--- config.mk ---
export PLATFORM = sky130hd
export DESIGN_NAME = occupancy_arbiter
export DESIGN_NICKNAME = d
export VERILOG_FILES = /design/src/rtl/occupancy_pkg.sv /design/src/rtl/rr_arbiter.sv /design/src/rtl/occupancy_arbiter.sv
export SDC_FILE = /design/constraint.sdc
export NUM_CORES = 1
export LEC_CHECK = 0
export BUFFER_PORTS_ARGS = -buffer_cell sky130_fd_sc_hd__buf_2
export CAP_MARGIN = 10
export CORE_MARGIN = 5
export CORE_UTILIZATION = 47
export DETAILED_ROUTE_END_ITERATION = 8
export PLACE_DENSITY = 0.86
export SKIP_LAST_GASP = 1
export SLEW_MARGIN = 0
export SYNTH_ARGS = -nofsm -noshare
export SYNTH_HDL_FRONTEND = slang
export SYNTH_SLANG_ARGS = --single-unit
--- constraint.sdc ---
create_clock -name clk -period 2.1 [get_ports clk]
set_clock_uncertainty 0.2 [all_clocks]
set_input_delay 0.105 -clock clk [delete_from_list [all_inputs] [get_ports clk]]
set_output_delay 0.105 -clock clk [all_outputs]
set_load 0.03 [all_outputs]
--- src/rtl/occupancy_pkg.sv ---
// Shared types for the occupancy arbiter: FSM states and counter op codes.
package occupancy_pkg;

  typedef enum logic [1:0] {
    StIdle,
    StIssue,
    StLoad,
    StWait
  } state_e;

  typedef enum logic [1:0] {
    OpNone,
    OpInc,
    OpDec,
    OpLoad
  } op_e;

  // Index width for a request vector of w bits (at least one bit).
  function automatic int unsigned idx_width(int unsigned w);
    return (w > 1) ? $clog2(w) : 1;
  endfunction

endpackage

--- src/rtl/rr_arbiter.sv ---
// Combinational round-robin picker: first set request at or after ptr, wrapping.
module rr_arbiter
  import occupancy_pkg::*;
#(
  parameter int unsigned W  = 4,
  parameter int unsigned IW = idx_width(W)
) (
  input  logic [W-1:0]  req,
  input  logic [IW-1:0] ptr,
  output logic [IW-1:0] grant,
  output logic          valid
);

  // Scan W positions starting at ptr; the first hit wins.
  always_comb begin
    int unsigned idx;
    grant = '0;
    valid = 1'b0;
    idx   = 0;
    for (int unsigned k = 0; k < W; k++) begin
      idx = 32'(ptr) + k;
      if (idx >= W) idx = idx - W;
      if (!valid && req[idx[IW-1:0]]) begin
        valid = 1'b1;
        grant = IW'(idx);
      end
    end
  end

endmodule

--- src/rtl/occupancy_arbiter.sv ---
// Serialises entry/exit/preset requests onto a shared up/down occupancy counter.
// One counter operation per IDLE -> ISSUE/LOAD -> WAIT transaction.
module occupancy_arbiter
  import occupancy_pkg::*;
#(
  parameter int unsigned n   = 4,
  parameter int unsigned MAX = 9,
  parameter int unsigned NE  = 2,
  parameter int unsigned NX  = 2
) (
  input  logic          clk,
  input  logic          rst,
  input  logic [NE-1:0] ent_req,
  input  logic [NX-1:0] ext_req,
  output logic [NE-1:0] ent_ack,
  output logic [NE-1:0] ent_nack,
  output logic [NX-1:0] ext_ack,
  output logic [NX-1:0] ext_nack,
  input  logic          cfg_load,
  input  logic [n-1:0]  cfg_value,
  output logic          cfg_ack,
  input  logic [n-1:0]  count_in,
  output logic          cnt_en,
  output logic          cnt_inc,
  output logic          cnt_dec,
  output logic          cnt_load,
  output logic [n-1:0]  cnt_loadin,
  output logic          full,
  output logic          empty
);

  localparam int unsigned W      = NE + NX;
  localparam int unsigned IW     = idx_width(W);
  localparam logic [n-1:0] MaxVal = n'(MAX);

  state_e        state_q;
  logic [IW-1:0] grant_q;
  logic [IW-1:0] ptr_q;
  logic [n-1:0]  load_q;

  logic [IW-1:0] arb_grant;
  logic          arb_valid;
  logic [n-1:0]  cfg_clamped;
  logic [W-1:0]  grant_oh;
  logic          is_ent;
  op_e           op;

  assign full        = (count_in >= MaxVal);
  assign empty       = (count_in == '0);
  assign cfg_clamped = (cfg_value > MaxVal) ? MaxVal : cfg_value;

  // Exit requests occupy the upper half of the combined vector.
  rr_arbiter #(
    .W  (W),
    .IW (IW)
  ) u_rr (
    .req   ({ext_req, ent_req}),
    .ptr   (ptr_q),
    .grant (arb_grant),
    .valid (arb_valid)
  );

  // Transaction FSM: captures grant/preset in IDLE, advances rr pointer on ISSUE.
  always_ff @(posedge clk or posedge rst) begin
    if (rst) begin
      state_q <= StIdle;
      grant_q <= '0;
      ptr_q   <= '0;
      load_q  <= '0;
    end else begin
      unique case (state_q)
        StIdle: begin
          if (cfg_load) begin
            load_q  <= cfg_clamped;
            state_q <= StLoad;
          end else if (arb_valid) begin
            grant_q <= arb_grant;
            state_q <= StIssue;
          end
        end
        StIssue: begin
          ptr_q   <= (32'(grant_q) == W - 1) ? '0 : grant_q + IW'(1);
          state_q <= StWait;
        end
        StLoad:  state_q <= StWait;
        StWait:  state_q <= StIdle;
        default: state_q <= StIdle;
      endcase
    end
  end

  // Decode the counter op for this cycle; full/empty are judged on the live count.
  always_comb begin
    grant_oh = W'(1) << grant_q;
    is_ent   = (32'(grant_q) < NE);
    op       = OpNone;
    if (state_q == StIssue) begin
      if (is_ent) op = full ? OpNone : OpInc;
      else        op = empty ? OpNone : OpDec;
    end else if (state_q == StLoad) begin
      op = OpLoad;
    end
  end

  // Drive pulses and counter controls from the decoded op.
  always_comb begin
    ent_ack    = '0;
    ent_nack   = '0;
    ext_ack    = '0;
    ext_nack   = '0;
    if (state_q == StIssue) begin
      if (is_ent) begin
        if (op == OpInc) ent_ack  = grant_oh[NE-1:0];
        else             ent_nack = grant_oh[NE-1:0];
      end else begin
        if (op == OpDec) ext_ack  = grant_oh[W-1:NE];
        else             ext_nack = grant_oh[W-1:NE];
      end
    end
    cnt_inc    = (op == OpInc);
    cnt_dec    = (op == OpDec);
    cnt_en     = cnt_inc | cnt_dec;
    cnt_load   = (op == OpLoad);
    cfg_ack    = cnt_load;
    cnt_loadin = cnt_load ? load_q : '0;
  end

endmodule
Word-level counts from Yosys, hierarchy flattened:

Cells that the tools add are included.

* add/sub/neg operators: 8
* eq/ne operators: 8
* mux-type cells: 43
* reductions and logical operators: 11
* magnitude comparators: 11
* shift operators: 1
* bitwise gates (word level): 2

Operator list (count)
* two-way mux 2 bit: 27
* less-than comparator 2 x 3 -> 1 bit (second input constant): 4
* equality test 2 bit (second input constant): 5
* >= comparator 3 bit (second input constant): 3
* two-way mux 1 bit: 9
* binary-select mux 1 bit (select 2 bit): 4
* two-way mux 4 bit: 2
* subtractor 2 x 1 -> 2 bit (second input constant): 4
* adder 2 x 2 -> 3 bit (second input constant): 2
* one-hot mux 2 bit (3 select lines): 1
* equality test 2 x 1 -> 1 bit (second input constant): 2
* >= comparator 4 bit (second input constant): 1
* > comparator 4 bit (second input constant): 1
* logical NOT 4 bit: 1
* << shifter 1 x 2 -> 4 bit (first input constant): 1
* adder 2 x 1 -> 3 bit (second input constant): 1
* >= comparator 2 x 3 -> 1 bit (second input constant): 1
* logical AND 1 bit: 3
* logical NOT 1 bit: 3
* inequality test 3 bit (second input constant): 1
* AND reduction 3 bit: 1
* adder 2 x 1 -> 2 bit (second input constant): 1
* logical NOT 2 bit: 1
* less-than comparator 2 bit (second input constant): 1
* other kinds (4): 4

* logic and storage cells: 88
* bits in registers: 10
* output and inout port bits: 19
* input bits: 15

Logic depth before layout (Yosys ltp):

Gate-level depths: netlist of the first run.

* word-level depth: 17
* gate-level depth with buffers: 9
* mapped depth without buffers: 8

Cells and area by module:

From an unflattened synthesis of the first run, not the netlist that was laid out.

* cells, all modules: 88
* area total of the unflattened synthesis: 854.6 sq um

Modules (own cells, without submodules)
* occupancy_arbiter: cells each 73, seq. area each 250.2 sq um, area an instance 777.0 sq um, instances 1
* rr_arbiter: cells each 15, seq. area each 0.0 sq um, area an instance 77.6 sq um, instances 1

Least setup slack after synthesis of the first run:

Ideal clock, no wire load.

* kind: input-to-output
* start point: input port count_in[3]
* end point: output port ent_ack[1]
* setup slack: -0.999 ns
* path buffers: 0
* data required time: 1.795 ns
* cell stages on the path: 5
* data arrival time: 2.794 ns
* path through: nor4_1 o21ai_0 inv_1 ha_1 nor3b_1

* longest elaborated chain between the ends: 8
* elaborated cells on any way between the ends: 10
* classes of those cells: order compare (1); eq/ne (1); mux (7); reduce/logical (1)

RTL lines
* start: declaration: RTL line occupancy_arbiter.sv:22 `input logic [n-1:0] count_in,`
* >= comparator 4 bit or logical NOT 4 bit (tied branches): RTL line occupancy_arbiter.sv:48, occupancy_arbiter.sv:49
* two-way mux 1 bit or two-way mux 2 bit (tied branches): RTL line occupancy_arbiter.sv:98, occupancy_arbiter.sv:99
* two-way mux 2 bit (*): RTL line occupancy_arbiter.sv:98 `if (is_ent) op = full ? OpNone : OpInc;`
* two-way mux 2 bit (*): RTL line occupancy_arbiter.sv:97 `if (state_q == StIssue) begin`
* equality test 2 x 1 -> 1 bit (*)
* named net cnt_inc: RTL line occupancy_arbiter.sv:24 `output logic cnt_inc,`
* two-way mux 2 bit (*): RTL line occupancy_arbiter.sv:113 `if (op == OpInc) ent_ack = grant_oh[NE-1:0];`
* two-way mux 2 bit (*): RTL line occupancy_arbiter.sv:112 `if (is_ent) begin`
* two-way mux 2 bit (*): RTL line occupancy_arbiter.sv:111 `if (state_q == StIssue) begin`
* end: declaration: RTL line occupancy_arbiter.sv:15 `output logic [NE-1:0] ent_ack,`

Mark *: on every way through the listed nets, which the timed path passes. The rest lies on a longest branch.

Worst setup path after layout of the first run:

* start point: register state_q[1]
* end point: output port ent_ack[1]

* longest elaborated chain between the ends: 7
* elaborated cells on any way between the ends: 8
* classes of those cells: eq/ne (3); mux (5)

RTL lines
* start: declaration: RTL line occupancy_arbiter.sv:36 `state_e state_q;`
* start signal: assignment: RTL line occupancy_arbiter.sv:66 `state_q <= StIdle;`
* start signal: assignment: RTL line occupancy_arbiter.sv:75 `state_q <= StLoad;`
* start signal: assignment: RTL line occupancy_arbiter.sv:78 `state_q <= StIssue;`
* equality test 2 bit: RTL line occupancy_arbiter.sv:100 `end else if (state_q == StLoad) begin`
* two-way mux 2 bit: RTL line occupancy_arbiter.sv:100
* two-way mux 2 bit: RTL line occupancy_arbiter.sv:97
* equality test 2 x 1 -> 1 bit: RTL line occupancy_arbiter.sv:113
* two-way mux 2 bit: RTL line occupancy_arbiter.sv:113
* two-way mux 2 bit: RTL line occupancy_arbiter.sv:112
* two-way mux 2 bit (*): RTL line occupancy_arbiter.sv:111

Every way passes the cells marked *; elsewhere a longest branch is shown, timed or not.

==> impl_metrics.py, run 1 <==
metrics = {
    "logic_synthesis": {
        "synth_compound_area_share_pct": 15.8,
        "synth-adder-area-share_pct": 16.4,
        "syn-cell-area_sq_um": 837,
        "syn_avg_cell_area_sq_um": 8.63,
        "synth-xor-area-share_pct": 0,
        "synthCells": 97,
        "syn-num-nets": 123,
        "ys_warn_count": 0,
        "synth_mux_area_share_pct": 5.23,
        "synth_top_family_by_area": "simple AND/OR/NAND/NOR gates",
        "yosysUniqueCellTypes": 30,
        "ys_ff_latch": 10,
        "synthSimpleGateAreaFrac_pct": 26.2,
        "seq_area_frac_synth_pct": 29.9,
    },
    "power_and_ir_drop": {
        "ir_drop_mv": 1.21,
        "finalPower_uw": 1990,
        "powerDensity_mw_per_mm2": 1400,
        "leakagePower_uw": 0.000659,
    },
    "cts": {
        "cts_tree": "built",
        "htreeDepth": 1,
        "cts.clk_slew.worst_paths_ps": 70,
        "cts_buffers": 3,
        "cts.sinks": 10,
        "clock_latency_ps": 270,
        "clock_path_buffers": 2,
        "cts_root_buf": "clkbuf_4",
    },
    "detailed_routing": {
        "vias": 914,
        "wl_met1_um": 893,
        "wl_um": 2390,
        "drtIter0Drc": 12,
        "dr.pass1.iters": 4,
        "wl_met2_um": 1310,
        "routed.top_layer": "met4",
        "wl_met3_um": 159,
        "vias_per_cell": 5.28,
        "drt_drc_violations_left": 0,
        "wl_per_cell_um": 13.8,
        "ant_nets": 0,
    },
    "worst_setup_path": {
        "r2r-end": "load_q[0]$_DFFE_PP0P_",
        "crit_buf_inv": 3,
        "worstRegToRegCells": 7,
        "cp_data_arrival_time_ps": 1820,
        "cpMaxStageDelayCell": "dfrtp_1",
        "cp-start-kind": "flip-flop",
        "cp_max_fo": 5,
        "ff2ff_setup_slack_ps": 140,
        "reg2reg_from": "state_q[1]$_DFFE_PP0P_",
        "cp.required_ps": 1790,
        "end_kind": "output pin",
        "worst-setup-path-type": "flip-flop to output pin",
        "critical_path.top_delay_family": "flip-flops",
        "crit_chain": "inv_2, ha_4, nor2b_4, inv_2, o21ai_4, ha_4, nor3b_4, buf_6",
        "cp_slowest_stage_delay_ps": 400,
    },
    "worst_hold_path": {
        "min_to": "grant_q[0]$_DFFE_PP0P_",
        "min_path_cells": 3,
        "worstHoldPathType": "input port to flip-flop",
        "worstHoldStart": "ext_req[1]",
    },
    "placement": {
        "dp_hpwl_um": 1610,
        "port_buffers": 33,
        "dp_cells": 155,
        "place_congestion": 0.735,
        "place_area_sq_mm": 0.00111,
    },
    "global_route": {
        "gr-total-overflow": 0,
        "grt_pass1_wl_um": 3620,
        "antenna_found_initial": 0,
        "grt_start_max_net_pins": 11,
        "grt_usage_pct": 17.7,
        "grt_pass1_vias": 870,
    },
    "sta": {
        "tightest_slew_ps": 367,
        "rsz0062_at_grt": "true",
        "finalSetupViolations": 1,
        "fin_ws_ps": -20.0,
        "maxSlewViolCount": 0,
        "hold_viol": 0,
        "fin_tns_setup_ps": -20.0,
        "finalCritPeriodShare_pct": 101,
        "relSlewSlack_pct": 75.5,
        "period_minus_slack_ps": 2120,
        "holdWs_ps": 18.6,
        "fmax_ghz": 0.472,
    },
    "floorplanning": {
        "io-pin-count": 34,
        "start_util_pct": 49.0,
        "core_area_sq_mm": 0.00171,
        "die_x_um": 52.2,
        "rows": 15,
        "die_area_sq_mm": 0.00272,
        "fp.dieH_um": 52.2,
    },
    "cells_and_area": {
        "instances_no_fill": 173,
        "layout-drive-gt1-share_pct": 54.1,
        "diodes": 0,
        "final_nets": 175,
        "num-fill-cells": 108,
        "area_growth_pct": 69.1,
        "finish.instance_area_sq_mm": 0.00142,
    },
    "outcome": {
        "violations": "negative setup slack",
        "status": "finished, violations left",
    },
    "job": {
        "drv_cap": 0,
    },
}
==> flip-flops by register name, summed over array words and instances, names as in the netlist <==
register  flops
grant_q       2
ptr_q         2
load_q        4
state_q       2
==> layer usage <==
layer  vias up  GRT usage [%]
met5         -              0
met4         0           3.83
met3         2           1.99
met2        38           37.9
met1       439           17.3
li1        435              -
==> timing repair <==
| item | CTS | global route |
|---|---|---|
| endpoints found under the setup margin | 17 | 13 |
| buffers inserted | 4 | 3 |
| pin swaps | 2 | 8 |
| gates resized for setup | 27 | 20 |
| hold buffers | 7 | 0 |
| hold endpoints to repair | 15 | 0 |
==> cells in the mapped netlist, drive strengths merged <==
library cell  number  area share [%]
o21a               1            0.90
nand2b             4             3.0
a21oi              4             2.4
o31a               1             1.0
o311a              1             1.2
nand4              2             1.5
o41ai              1             1.9
mux2               3             4.0
nor4               2             3.3
dfrtp             10              30
and3               1            0.75
o311ai             1             1.0
and2               5             3.7
o21ai              9             5.4
o31ai              1            0.90
nand3              2             1.2
inv               11             4.9
nor3b              1            0.90
mux2i              1             1.2
nor2b              2             1.5
buf                2             1.5
nand2              7             3.1
or2b               2             1.8
nor2               9             4.0
ha                11              16
nor3               1            0.60
a311oi             1             1.0
or2                1            0.75
==> cell families (layout without fill, tap and decap cells) <==
family	count (synthesis)	after routing
simple gates	39	39
fa+ha+maj	11	11
compound gates	20	20
mux	4	4
flops	10	10
buf+inv	13	64
==> layout by cell type (no fill, tap or decap), types with 2 or more instances in the layout <==
cell type / n
inv_1: 6
dlygate4sd3_1: 7
nor4_4: 2
buf_2: 22
o21ai_4: 2
a21oi_1: 4
or2b_1: 2
nor2_1: 5
buf_6: 8
mux2_2: 3
ha_1: 5
nand2_1: 5
nand2_2: 2
clkbuf_4: 3
o21ai_0: 7
buf_4: 12
and2_4: 4
nand2b_1: 3
nand4_1: 2
inv_2: 4
nand3_1: 2
dfrtp_1: 10
ha_4: 5
nor2_2: 4
==> report_power, final <==
group | internal [uW] | switching, uW
clock network | 105 | 69.9
registers | 288 | 87.7
logic | 645 | 791
total | 1040 | 948
==> tightest hold or removal path, cell delays in order <==
cell     delay (ps)
buf_2           130
nor2_1          130
o41ai_2          80
==> through the flow <==
stage	utilization, %	worst slack, ps
after global routing	82.9	-80.8
final	82.9	-20.0
after floorplan	-	-55.6
after global placement	64.8	118
after CTS	78.4	-17.8
after detailed placement	64.8	-13.0
==> how the worst max path moves through the flow <==
stage,cells after the start,slack (ps),endpoint,startpoint
6_report,8,-20,ent_ack[1],state_q[1]$_DFFE_PP0P_
5_1_grt,8,-80,ent_ack[1],state_q[1]$_DFFE_PP0P_
4_1_cts,8,-20,ent_ack[1],state_q[1]$_DFFE_PP0P_
3_5_place_dp,8,-10,cnt_loadin[3],state_q[1]$_DFFE_PP0P_
3_3_place_gp,8,120,cnt_loadin[0],state_q[1]$_DFFE_PP0P_
2_1_floorplan,8,-60,ext_ack[0],state_q[1]$_DFFE_PP0P_
==> cell type report <==
type	instances	area, sq um	share of cell area [%]
inverter	11	43.8	3.09
multi-input combinational	74	693	49.0
timing repair buffer	49	360	25.5
sequential	10	250	17.7
tap	25	31.3	2.21
clock buffer	4	36.3	2.56
Note: power is estimated with default switching activity, not from simulation.
==> inputs of run 2 (changes only) <==
--- a/config.mk
+++ b/config.mk
@@ -5,12 +5,13 @@
 export SDC_FILE = /design/constraint.sdc
 export NUM_CORES = 1
 export LEC_CHECK = 0
+export ABC_AREA = 1
 export BUFFER_PORTS_ARGS = -buffer_cell sky130_fd_sc_hd__buf_2
 export CAP_MARGIN = 10
 export CORE_MARGIN = 5
-export CORE_UTILIZATION = 47
+export CORE_UTILIZATION = 53
 export DETAILED_ROUTE_END_ITERATION = 8
-export PLACE_DENSITY = 0.86
+export PLACE_DENSITY = 0.92
 export SKIP_LAST_GASP = 1
 export SLEW_MARGIN = 0
 export SYNTH_ARGS = -nofsm -noshare
==> constraint.sdc (replaced) <==
create_clock -name clk -period 2.74 [get_ports clk]
set_clock_uncertainty 0.2 [all_clocks]
set_input_delay 0.137 -clock clk [delete_from_list [all_inputs] [get_ports clk]]
set_output_delay 0.137 -clock clk [all_outputs]
set_load 0.03 [all_outputs]
==> run 2 against run 1 <==
Compared with the run above: critical endpoint is now ext_nack[0]; cell count rose by 25%; setup slack gained 190 ps; non-clock buffer count shrank 11; highest routed layer unchanged; synthesized cell count grew 57%; the flow now finishes without violations.
==> impl_metrics.py, run 2 <==
metrics = {
    "outcome": {
        "status": "finished, final reports clean",
    },
    "worst_setup_path": {
        "cpMaxStageDelayCell": "dfrtp_1",
        "end_kind": "output pin",
        "worst-setup-path-type": "flip-flop to output pin",
        "cp_data_arrival_time_ps": 2230,
        "cp_slowest_stage_delay_ps": 400,
        "reg2reg_from": "state_q[0]$_DFFE_PP0P_",
        "worstSetupStartpoint": "state_q[1]$_DFFE_PP0P_",
        "path_common_cell": "inv_1",
        "crit_chain": "inv_1, ha_4, inv_1, nor2_1, a21oi_1, ha_1, nor4_1, buf_4",
        "cp_max_fo": 7,
        "cp.required_ps": 2400,
        "cp-start-kind": "flip-flop",
    },
    "detailed_routing": {
        "wl_per_cell_um": 13.7,
        "vias_per_cell": 5.21,
        "ant_nets": 0,
        "wl_um": 2970,
        "drtIter0Drc": 21,
        "dr.pass1.iters": 6,
        "vias": 1131,
        "drt_drc_violations_left": 0,
    },
    "logic_synthesis": {
        "synth_mux_area_share_pct": 0,
        "syn-num-nets": 178,
        "synth_top_family_by_area": "simple AND/OR/NAND/NOR gates",
        "synth_common_cells": "nand2_1 (41), inv_1 (30), nor2_1 (15)",
        "ys_warn_count": 0,
        "ys_ff_latch": 10,
        "ys.flop_type": "dfrtp_1",
        "synth_top_area_cell": "dfrtp_1",
        "seq_area_frac_synth_pct": 24.8,
        "synth-xor-area-share_pct": 0,
        "synthCells": 152,
        "yosys-top-cells-area": "dfrtp_1 (25%), nand2_1 (15%), ha_1 (14%), inv_1 (11%), nor2_1 (5.6%)",
        "syn_avg_cell_area_sq_um": 6.63,
        "syn-cell-area_sq_mm": 0.00101,
        "yosysUniqueCellTypes": 22,
        "synthSimpleGateAreaFrac_pct": 38.0,
        "synth-adder-area-share_pct": 13.6,
        "synth_edf_count": 0,
        "synth_compound_area_share_pct": 9.80,
        "yosysMostFrequentCell": "nand2_1",
        "synth_top_area_share_pct": 24.8,
        "async_flop_share_pct": 100,
    },
    "global_route": {
        "grt_usage_pct": 22.5,
        "grt_start_max_net_pins": 12,
        "grt_pass1_vias": 1108,
        "grt_pass1_wl_um": 4620,
        "gr-total-overflow": 0,
        "antenna_found_initial": 0,
    },
    "sta": {
        "fmax_ghz": 0.390,
        "fin_tns_setup_ps": 0,
        "hold_viol": 0,
        "tightest_slew_ps": 410,
        "rsz0062_at_grt": "false",
        "relSlewSlack_pct": 72.7,
        "finalSetupViolations": 0,
        "finalCritPeriodShare_pct": 93.6,
        "period_minus_slack_ps": 2570,
        "maxSlewViolCount": 0,
    },
    "cells_and_area": {
        "area_growth_pct": 30.4,
        "final_nets": 219,
        "diodes": 0,
        "regMostFlops": "load_q",
        "mostFrequentLayoutCells": "nand2_1 (41), buf_2 (31), inv_1 (30), nor2_1 (15)",
        "mostFrequentLayoutCell": "nand2_1",
        "layout-drive-gt1-share_pct": 29.7,
        "largest_reg_flops": 4,
        "final_core_util_pct": 74.5,
        "finish.instance_area_sq_mm": 0.00132,
    },
    "floorplanning": {
        "fp.dieH_um": 53.6,
        "io-pin-count": 34,
        "die_x_um": 53.6,
        "core_area_sq_mm": 0.00176,
        "rows": 15,
        "die_area_sq_mm": 0.00288,
        "start_util_pct": 57.2,
    },
    "cts": {
        "cts_buffers": 3,
        "cts.clk_slew.worst_paths_ps": 90,
        "clock_path_buffers": 2,
        "cts_root_buf": "clkbuf_4",
        "clock_latency_ps": 280,
        "htreeDepth": 1,
        "cts_tree": "built",
        "cts.sinks": 10,
        "postCtsSetupRepairBufs": 0,
    },
    "job": {
        "drv_cap": 0,
    },
    "power_and_ir_drop": {
        "ir_drop_mv": 0.770,
        "leakagePower_uw": 0.000790,
        "powerDensity_mw_per_mm2": 1180,
    },
    "placement": {
        "place_area_sq_mm": 0.00120,
        "place_congestion": 0.795,
        "dp_hpwl_um": 2180,
        "port_buffers": 33,
    },
    "worst_hold_path": {
        "worstHoldStart": "cfg_load",
        "worstHoldPathType": "input port to flip-flop",
    },
}
[run 2: cell count changes after synthesis, sizes merged, moves of 3 or more]
cell / before / now
nor2: 9 / 16
mux2: 3 / 0
and2: 5 / 0
nand2: 7 / 50
inv: 11 / 32
nor4: 2 / 5
nand2b: 4 / 0
nand3: 2 / 7
[run 2: kinds of logic (layout without fill, tap and decap cells)]
logic type / Yosys count / in the layout
buffers and inverters: 34 / 74
AND/OR/NAND/NOR: 80 / 80
AO/OA/AOI/OAI: 17 / 17
adder cells (fa/ha/maj): 11 / 11
flip-flops: 10 / 10
[run 2: power by group]
part | switching [uW] | total, uW | internal, uW
combinational | 748 | 1100 | 351
sequential | 94.7 | 312 | 217
clock | 62.3 | 143 | 80.8
total | 905 | 1550 | 649
[run 2: layer usage]
metal,share of wire [%],track usage (%),wire (um)
met3,5.8,4.99,173
met4,2.1,11.9,61
met1,38,22.3,1140
met5,0,0,0
met2,54,43.1,1600
[run 2: per-stage QoR]
| step | worst slack (ps) | total power (uW) | hold WS, ps | instances |
|---|---|---|---|---|
| 2_1_floorplan | -148 | 1140 | -223 | 152 |
| 3_3_place_gp | 545 | 1270 | -85.6 | 208 |
| 3_5_place_dp | 407 | 1350 | -73.2 | 208 |
| 4_1_cts | 102 | 1510 | 20.3 | 217 |
| 5_1_grt | 11.5 | 1690 | 21.8 | 217 |
| 6_report | 175 | 1550 | 14.3 | 217 |
[run 2: final timing paths]
path / end / slack, ps / cells after the start
max: ext_nack[0] / 170 / 8
min: state_q[1]$_DFFE_PP0P_ / 10 / 5
max reg2reg: load_q[0]$_DFFE_PP0P_ / 660 / 7
min reg2reg: load_q[3]$_DFFE_PP0P_ / 330 / 2
max in group asynchronous: grant_q[0]$_DFFE_PP0P_ / 1850 / 3
min in group asynchronous: load_q[1]$_DFFE_PP0P_ / 200 / 3
[run 2: timing repair]
action / in CTS / in global routing
hold buffers: 5 / 0
hold endpoints to repair: 14 / 0
resized for setup: 0 / 5
endpoints found under the setup margin: 0 / 10
[run 2: worst max-delay path, delay by kind of cell, from the launching register on]
kind / cells / cell delay, ps
adder cells (fa/ha/maj): 2 / 460
buffers and inverters: 3 / 500
AO/OA/AOI/OAI: 1 / 120
AND/OR/NAND/NOR: 2 / 470
flip-flops: 1 / 400
[run 2: layout make-up]
cell class	count	area (sq um)
repair buffers	38	220
well taps	25	31.3
fillers	160	449
flip-flops and latches	10	250
multi-input cells	108	657
clock buffers	4	36.3
inverters	32	120
==> inputs of run 3 (changes only) <==
--- a/config.mk
+++ b/config.mk
@@ -5,13 +5,12 @@
 export SDC_FILE = /design/constraint.sdc
 export NUM_CORES = 1
 export LEC_CHECK = 0
-export ABC_AREA = 1
 export BUFFER_PORTS_ARGS = -buffer_cell sky130_fd_sc_hd__buf_2
 export CAP_MARGIN = 10
-export CORE_MARGIN = 5
-export CORE_UTILIZATION = 53
+export CORE_MARGIN = 10
+export CORE_UTILIZATION = 50
 export DETAILED_ROUTE_END_ITERATION = 8
-export PLACE_DENSITY = 0.92
+export PLACE_DENSITY = 0.9
 export SKIP_LAST_GASP = 1
 export SLEW_MARGIN = 0
 export SYNTH_ARGS = -nofsm -noshare
==> run 3 against run 2 <==
Compared with the run above: routed wire length fell by 22%; core utilization fell by 2.8 points; clock-buffer cell count fell by 1; fmax fell by 0.18%; hold slack improved by 8.5 ps; via count fell by 26%; sequential power fell by 6%; combinational power fell by 35%; register-to-register slack improved by 340 ps; sequential share of layout area rose by 3.6 points.
==> impl_metrics.py, run 3 (synthesis results as in run 1) <==
metrics = {
    "worst_hold_path": {
        "min_to": "state_q[1]$_DFFE_PP0P_",
        "min_path_cells": 3,
        "worstHoldStart": "cfg_load",
        "worstHoldPathType": "input port to flip-flop",
    },
    "worst_setup_path": {
        "cp-start-kind": "flip-flop",
        "path_common_cell": "inv_1",
        "worstRegToRegCells": 5,
        "cp.required_ps": 2400,
        "worstSetupStartpoint": "state_q[1]$_DFFE_PP0P_",
        "worst-setup-path-type": "flip-flop to output pin",
        "cp_max_fo": 8,
        "ff2ff_setup_slack_ps": 1000,
        "reg2reg_from": "state_q[0]$_DFFE_PP0P_",
        "end_kind": "output pin",
        "crit_chain": "inv_1, ha_2, nor2b_1, inv_1, o21ai_0, ha_1, and2_1, buf_2",
        "cpMaxStageDelayCell": "dfrtp_1",
        "r2r-end": "grant_q[0]$_DFFE_PP0P_",
        "cp_data_arrival_time_ps": 2230,
        "cp_slowest_stage_delay_ps": 400,
    },
    "placement": {
        "place_area_sq_mm": 0.00102,
        "port_buffers": 33,
        "dp_hpwl_um": 1820,
        "place_ws_ps": 408,
        "place_congestion": 0.771,
    },
    "floorplanning": {
        "start_util_pct": 54.3,
        "rows": 14,
        "die_area_sq_mm": 0.00371,
        "fp.dieH_um": 60.9,
        "core_area_sq_mm": 0.00154,
        "io-pin-count": 34,
        "die_x_um": 60.9,
    },
    "cells_and_area": {
        "final_nets": 165,
        "mostFrequentLayoutCells": "buf_2 (33), inv_1 (11), ha_1 (10), dfrtp_1 (10)",
        "final_core_util_pct": 71.8,
        "ff_latch_area_sq_um": 250,
        "layout-drive-gt1-share_pct": 32.1,
        "multi_input_area_sq_um": 547,
        "diodes": 0,
        "mostFrequentLayoutCell": "buf_2",
        "num-fill-cells": 116,
        "finish.instance_area_sq_mm": 0.00111,
        "largest_reg_flops": 4,
        "area_growth_pct": 32.1,
        "regMostFlops": "load_q",
    },
    "detailed_routing": {
        "wl_per_cell_um": 15.2,
        "drtIter0Drc": 24,
        "wl_um": 2320,
        "ant_nets": 0,
        "dr.pass1.iters": 4,
        "vias": 835,
        "drt_drc_violations_left": 0,
        "vias_per_cell": 5.46,
    },
    "outcome": {
        "status": "finished, final reports clean",
    },
    "cts": {
        "cts_buffers": 3,
        "cts_tree": "built",
        "cts_root_buf": "clkbuf_4",
        "clock_path_buffers": 2,
        "clock_latency_ps": 270,
        "htreeDepth": 1,
        "cts.clk_slew.worst_paths_ps": 60,
        "cts.sinks": 10,
    },
    "sta": {
        "fmax_ghz": 0.389,
        "rsz0062_at_grt": "false",
        "maxSlewViolCount": 0,
        "tightest_slew_ps": 390,
        "finalSetupViolations": 0,
        "fin_tns_setup_ps": 0,
        "period_minus_slack_ps": 2570,
        "finalCritPeriodShare_pct": 93.8,
        "fin_ws_ps": 170,
        "hold_viol": 0,
        "relSlewSlack_pct": 74.0,
    },
    "global_route": {
        "grt_usage_pct": 11.6,
        "antenna_found_initial": 0,
        "gr-total-overflow": 0,
        "grt_pass1_wl_um": 3360,
        "grt.busiest_layer": "met2",
        "grt_start_max_net_pins": 11,
        "grt_pass1_vias": 776,
        "use_met3_pct": 3.13,
        "met1_usage_pct": 12.6,
        "met2_usage_pct": 20.7,
    },
    "power_and_ir_drop": {
        "leakagePower_uw": 0.000575,
        "ir_drop_mv": 0.653,
        "finalPower_uw": 1110,
        "powerDensity_mw_per_mm2": 1000,
    },
    "job": {
        "drv_cap": 0,
    },
}
==> run 3: worst max path at each step <==
stage / depth (start not counted) / to / slack, ps
final: 8 / cnt_loadin[3] / 170
after global routing: 8 / cnt_loadin[1] / 30
after CTS: 8 / ent_ack[1] / 130
after detailed placement: 8 / ent_ack[1] / 410
after global placement: 8 / ent_ack[1] / 520
after floorplan: 8 / ent_nack[1] / 230
==> run 3: metal layers <==
| layer | up-vias | share of wire, % |
|---|---|---|
| met2 | 38 | 53 |
| met3 | 4 | 8.1 |
| met4 | 0 | 0.73 |
| met1 | 379 | 38 |
| li1 | 414 | - |
| met5 | - | 0 |
==> run 3: cell type report <==
type | count | share of cell area [%]
Clock buffer | 3 | 2.04
Multi-Input combinational cell | 74 | 49.4
Timing Repair Buffer | 39 | 20.4
Sequential cell | 10 | 22.6
Tap cell | 16 | 1.81
Inverter | 11 | 3.73
==> run 3: timing repair <==
action                     4_1_cts  5_1_grt
gates resized for setup          0        1
buffers inserted                 0        0
setup endpoints to repair        0        6
hold endpoints to repair        14        0
hold buffers                     6        0
==> run 3: worst max-delay path: cells and delay by family, from the launching register on <==
family	cells	cell delay, ps
AO/OA/AOI/OAI	1	230
flip-flops	1	400
adder cells (fa/ha/maj)	2	560
AND/OR/NAND/NOR	2	380
buffers and inverters	3	390
==> run 3: per-stage QoR <==
step,hold WS (ps),std cells
2_1_floorplan,-223,97
3_3_place_gp,-74.3,144
3_5_place_dp,-65.7,144
4_1_cts,30.5,153
5_1_grt,52.2,153
6_report,22.9,153
==> run 3: power by group <==
| group | internal (uW) | leakage (uW) | total [uW] | switching [uW] |
|---|---|---|---|---|
| logic | 262 | 0.000441 | 719 | 458 |
| registers | 221 | 0.000120 | 294 | 72.8 |
| clock network | 50.7 | 0.0000138 | 98.5 | 47.9 |
| total | 533 | 0.000575 | 1110 | 578 |
